--- src/rtl/cla4_serial_add_ctrl.sv ---
// cla4_serial_add_ctrl: WIDTH-bit add with carry-in, one nibble per pass through a shared 4-bit CLA.
// Rev 1.0 -- optional carry-pass counter enabled by CLA_SEQ_CARRY_STATS_EN.
`default_nettype none

module cla4_serial_add_ctrl #(
  parameter int WIDTH = 16
) (
  input  logic             i_clk,
  input  logic             i_rst_n,
  input  logic             i_req_valid,
  output logic             o_req_ready,
  input  logic [WIDTH-1:0] i_op_a,
  input  logic [WIDTH-1:0] i_op_b,
  input  logic             i_cin,
  output logic             o_rsp_valid,
  input  logic             i_rsp_ready,
  output logic [WIDTH-1:0] o_sum,
  output logic             o_cout,
  output logic             o_busy,
  output logic [3:0]       o_add1,
  output logic [3:0]       o_add2,
  input  logic [4:0]       i_add_result
`ifdef CLA_SEQ_CARRY_STATS_EN
  ,
  output logic [$clog2(WIDTH/4+1)-1:0] o_carry_passes
`endif
);

  localparam int NIBBLES = WIDTH / 4;
  localparam int KW      = (NIBBLES > 1) ? $clog2(NIBBLES) : 1;
  localparam int PW      = $clog2(NIBBLES + 1);

  typedef enum logic [1:0] {
    S_IDLE  = 2'd0,
    S_ADD   = 2'd1,
    S_CARRY = 2'd2,
    S_DONE  = 2'd3
  } state_t;

  state_t           state_q, state_d;
  logic [KW-1:0]    k_q, k_d;
  logic             cr_q, cr_d;
  logic [WIDTH-1:0] a_q, a_d;
  logic [WIDTH-1:0] b_q, b_d;
  logic [3:0]       tmp_q, tmp_d;
  logic             tc_q, tc_d;
  logic [WIDTH-1:0] sum_q, sum_d;
  logic             cout_q, cout_d;
  logic             rsp_valid_q, rsp_valid_d;
  logic [PW-1:0]    passes_q, passes_d;
  logic             adv;
  logic             last_nib;

  function automatic logic [WIDTH-1:0] put_nib(input logic [WIDTH-1:0] v,
                                               input logic [3:0]       n,
                                               input logic [KW-1:0]    k);
    put_nib = (v & ~(WIDTH'(4'hF) << {k, 2'b00})) | (WIDTH'(n) << {k, 2'b00});
  endfunction

  assign last_nib    = (k_q == KW'(NIBBLES - 1));
  assign o_req_ready = (state_q == S_IDLE) && i_rst_n;
  assign o_busy      = (state_q == S_ADD) || (state_q == S_CARRY);
  assign o_sum       = sum_q;
  assign o_cout      = cout_q;
  assign o_rsp_valid = rsp_valid_q;

  always_comb begin
    state_d     = state_q;
    k_d         = k_q;
    cr_d        = cr_q;
    a_d         = a_q;
    b_d         = b_q;
    tmp_d       = tmp_q;
    tc_d        = tc_q;
    sum_d       = sum_q;
    cout_d      = cout_q;
    rsp_valid_d = rsp_valid_q;
    passes_d    = passes_q;
    adv         = 1'b0;
    o_add1      = 4'd0;
    o_add2      = 4'd0;

    case (state_q)
      S_IDLE: begin
        if (i_req_valid && o_req_ready) begin
          a_d      = i_op_a;
          b_d      = i_op_b;
          cr_d     = i_cin;
          k_d      = '0;
          sum_d    = '0;
          passes_d = '0;
          state_d  = S_ADD;
        end
      end
      S_ADD: begin
        o_add1 = 4'(a_q >> {k_q, 2'b00});
        o_add2 = 4'(b_q >> {k_q, 2'b00});
        if (!cr_q) begin
          sum_d = put_nib(sum_q, i_add_result[3:0], k_q);
          cr_d  = i_add_result[4];
          adv   = 1'b1;
        end else begin
          // The adder has no carry-in, so a pending carry costs a second "+1" pass.
          tmp_d   = i_add_result[3:0];
          tc_d    = i_add_result[4];
          state_d = S_CARRY;
        end
      end
      S_CARRY: begin
        o_add1   = tmp_q;
        o_add2   = 4'b0001;
        sum_d    = put_nib(sum_q, i_add_result[3:0], k_q);
        cr_d     = tc_q | i_add_result[4];
        passes_d = passes_q + PW'(1);
        adv      = 1'b1;
      end
      S_DONE: begin
        if (i_rsp_ready) begin
          rsp_valid_d = 1'b0;
          state_d     = S_IDLE;
        end
      end
      default: state_d = S_IDLE;
    endcase

    if (adv) begin
      if (last_nib) begin
        cout_d      = cr_d;
        rsp_valid_d = 1'b1;
        state_d     = S_DONE;
      end else begin
        k_d     = k_q + KW'(1);
        state_d = S_ADD;
      end
    end
  end

  always_ff @(posedge i_clk) begin
    if (!i_rst_n) begin
      state_q     <= S_IDLE;
      k_q         <= '0;
      cr_q        <= 1'b0;
      a_q         <= '0;
      b_q         <= '0;
      tmp_q       <= 4'd0;
      tc_q        <= 1'b0;
      sum_q       <= '0;
      cout_q      <= 1'b0;
      rsp_valid_q <= 1'b0;
      passes_q    <= '0;
    end else begin
      state_q     <= state_d;
      k_q         <= k_d;
      cr_q        <= cr_d;
      a_q         <= a_d;
      b_q         <= b_d;
      tmp_q       <= tmp_d;
      tc_q        <= tc_d;
      sum_q       <= sum_d;
      cout_q      <= cout_d;
      rsp_valid_q <= rsp_valid_d;
      passes_q    <= passes_d;
    end
  end

`ifdef CLA_SEQ_CARRY_STATS_EN
  assign o_carry_passes = passes_q;
`else
  logic unused_passes;
  assign unused_passes = ^passes_q;
`endif

endmodule

`default_nettype wire

--- config.mk ---
export PLATFORM = sky130hd
export DESIGN_NAME = cla4_serial_add_ctrl
export DESIGN_NICKNAME = d
export VERILOG_FILES = /design/src/rtl/cla4_serial_add_ctrl.sv
export SDC_FILE = /design/constraint.sdc
export NUM_CORES = 1
export LEC_CHECK = 0
export CAP_MARGIN = 0
export CORE_ASPECT_RATIO = 0.6
export CORE_UTILIZATION = 40
export CTS_BUF_LIST = sky130_fd_sc_hd__clkbuf_2
export DETAILED_ROUTE_END_ITERATION = 12
export GPL_ROUTABILITY_DRIVEN = 1
export PLACE_DENSITY = 0.67
export SLEW_MARGIN = 5
export SYNTH_ARGS = -nofsm -noshare
export SYNTH_HDL_FRONTEND = slang
export SYNTH_SLANG_ARGS = --single-unit
--- constraint.sdc ---
create_clock -name i_clk -period 2.2 [get_ports i_clk]
set_input_delay 0.44 -clock i_clk [delete_from_list [all_inputs] [get_ports i_clk]]
set_output_delay 0.44 -clock i_clk [all_outputs]
set_load 0.03 [all_outputs]
==> flow_summary.ini, run 1 <==
[routing]
drc = 0
num_vias = 2437
routed_wl_um = 7070
drt_iter0_markers = 121
drtAntennaViolNets = 0
post_drt_wl_per_cell_um = 14.6
drt-pass1-iter-count = 6
viasPerCell = 5.01

[synth]
netlist_top_cells_count = 75 x nand2_1, 60 x dfxtp_1, 33 x o21ai_0
synth_edf_count = 0
post-synth-top-count-cell = nand2_1
ys_top_cells_by_area = dfxtp_1 43%, nand2_1 10%, mux4_2 6.4%, o21ai_0 5.9%, a22oi_1 5.4%
synth_top_area_cell = dfxtp_1
yosysWarnings = 0
ys_types = 39
postSynthAreaPerCell_um2 = 8.83
synth_top_area_share_pct = 42.9
synth_seq_cells = 60
ys_seq_area_share_pct = 42.9
syn_area_um2 = 2800
synthFlopType = dfxtp_1
syn_nets = 368
async_reset_ff_share_pct = 0
syn_inst = 317

[cells_and_area]
n_antenna_cell = 0
layout-drive-gt1-share_pct = 20.6
fin_area_um2 = 3830
seqCellArea_um2 = 1200
area_growth_pct = 36.7
n_fill_cell = 624
multiInputGateArea_um2 = 1510
fin_nets = 445

[sta]
worst_slew_pin_slew_ns = 0.423
setup_tns_ns = -0.912
setup_ws_ns = -0.168
final_max_slew_viol_count = 0
fmax_ghz = 0.422
clock_skew_ns = 0.0209
hold_viol = 0
period_share_pct = 108
rsz0062_at_grt = yes
setup_viol = 8
relSlewSlack_pct = 71.8
finalCriticalPeriod_ns = 2.37

[floorplan]
die-area_um2 = 7350
die_w_um = 110
fp.dieH_um = 66.8
boundaryPins = 70
rows = 23
coreArea_um2 = 6710
initial_core_util_pct = 41.7

[power]
pwr-share-comb_pct = 34.6
vdd_drop_max_mv = 0.346
swShare_pct = 35.0
power_switching_w = 0.00114
power.density_nw_per_um2 = 849
p_leak_nw = 1.41
p_int_w = 0.00211
seqPwrFrac_pct = 40.8
clockPowerShare_pct = 24.5

[clock_tree]
htreeDepth = 3
cts.clk_slew.worst_paths_ns = 0.19
clockRootBuffer = clkbuf_2
cts_buffer_depth = 2
clock_latency_ns = 0.49
clock-sinks = 60
cts_tree = built
ctsHoldBuffers = 0
numCtsBuffers = 9

[worst_setup_path]
end_kind = output pin
worstPathArrival_ns = 1.93
crit_path_start_kind = flip-flop
cp_max_fo = 12
rrSetupSlack_ns = 0.17
worstPathRequired_ns = 1.76
crit_type = flip-flop to output pin

[placed_design]
io_buffers = 69
pre_cts_ws_ns = -0.0684
dp_hpwl_um = 5030
place_area_um2 = 3620
gp_congestion = 0.810

[global_routing]
grt_max_degree = 42
grt_pass1_wl_um = 11400
grt_util_all_layers_pct = 20.7
overflow = 0
grt_pass1_vias = 2398
antenna_found_initial = 0

[run_status]
violations = negative setup slack
status = complete, but fails checks

[min_path]
holdCritPathClass = flip-flop to flip-flop

[run]
max-cap-violations = 0
metrics by stage:
stage / utilization [%] / instances / hold slack [ns] / total power [W]
3_3_place_gp: 53.9 / 468 / 0.437 / 0.00239
5_1_grt: 57.1 / 486 / 0.446 / 0.00343
6_report: 57.1 / 486 / 0.467 / 0.00325
2_1_floorplan: - / 317 / 0.425 / 0.00206
4_1_cts: 56.8 / 486 / 0.435 / 0.00325
3_5_place_dp: 53.9 / 468 / 0.447 / 0.00241
final timing paths:
check | startpoint | endpoint | cells past startpoint
max | state_q[1] | o_add1[3] | 5
min | a_q[7] | a_q[7] | 2
max reg2reg | state_q[1] | state_q[0] | 7
min reg2reg | a_q[7] | a_q[7] | 2
worst max-delay path, stage by stage, from the launching register on:
cell	delay, ns
dfxtp_1	0.38
inv_1	0.08
ha_2	0.44
buf_6	0.18
nor2b_1	0.17
buf_4	0.18
what timing repair did:
| item | 4_1_cts | 5_1_grt |
|---|---|---|
| pin swaps | 1 | 0 |
| endpoints found under the hold margin | 0 | 0 |
| setup endpoints to repair | 9 | 9 |
| resized for setup | 60 | 4 |
| buffers inserted | 2 | 0 |
| gates cloned | 0 | 0 |
flip-flops by register name, summed over array words and instances, names as in the netlist:
register / count
k_q: 2
a_q: 16
tmp_q: 4
o_rsp_valid: 1
o_sum: 16
cr_q: 1
state_q: 2
o_cout: 1
tc_q: 1
b_q: 16
cells by family (layout without fill, tap and decap cells):
logic type / count (synthesis) / count (layout) / synth area share [%]
simple gates: 134 / 134 / 23.5
compound gates: 73 / 73 / 16.3
flops: 60 / 60 / 42.9
buf+inv: 28 / 110 / 4.96
mux: 13 / 13 / 8.31
fa+ha+maj: 9 / 9 / 4.02
cells in the final DEF (no fill, tap or decap), types with 4 or more instances in the layout:
cell type and n:
clkbuf_2 9, inv_1 5, nand3_1 8, ha_1 6, nor4_4 4, a22oi_1 16, nand2_1 75, dfxtp_1 57
buf_4 22, nor2_1 22, o21ai_0 33, a22oi_2 4, nand2b_1 4, mux4_2 8, buf_6 6, clkdlybuf4s50_1 59
nor2b_1 8, a21oi_1 9
cell type report:
cell class | count | share of cell area (%)
clock buffers | 9 | 1.18
clock inverters | 7 | 2.39
inverters | 6 | 0.588
multi-input cells | 229 | 39.5
flip-flops and latches | 60 | 31.5
well taps | 87 | 2.84
repair buffers | 88 | 22.0
power groups by stage:
stage | logic (W) | registers, W | clock network, W
after floorplan | 0.000726 | 0.00133 | 0
after global placement | 0.00105 | 0.00134 | 0
after detailed placement | 0.00107 | 0.00135 | 0
after CTS | 0.00111 | 0.00132 | 0.000813
after global routing | 0.00122 | 0.00135 | 0.000861
final | 0.00113 | 0.00133 | 0.000797
per-layer routing:
layer	wire length, um	share of wire, %	up-vias	GRT usage [%]
met5	0	0	-	0
met4	70	0.99	0	7.17
met3	398	5.6	8	6.95
met2	2910	41	66	29.5
met1	3700	52	1123	28.9
li1	-	-	1240	-
No activity file was read; power rests on OpenSTA's default activity.
==> run 2, diff against run 1 <==
CAP_MARGIN = 25   (was 0)
SLEW_MARGIN = unset   (was 5)
==> results of run 2 <==
Final layout, timing and power as in run 1 (identical DEF).
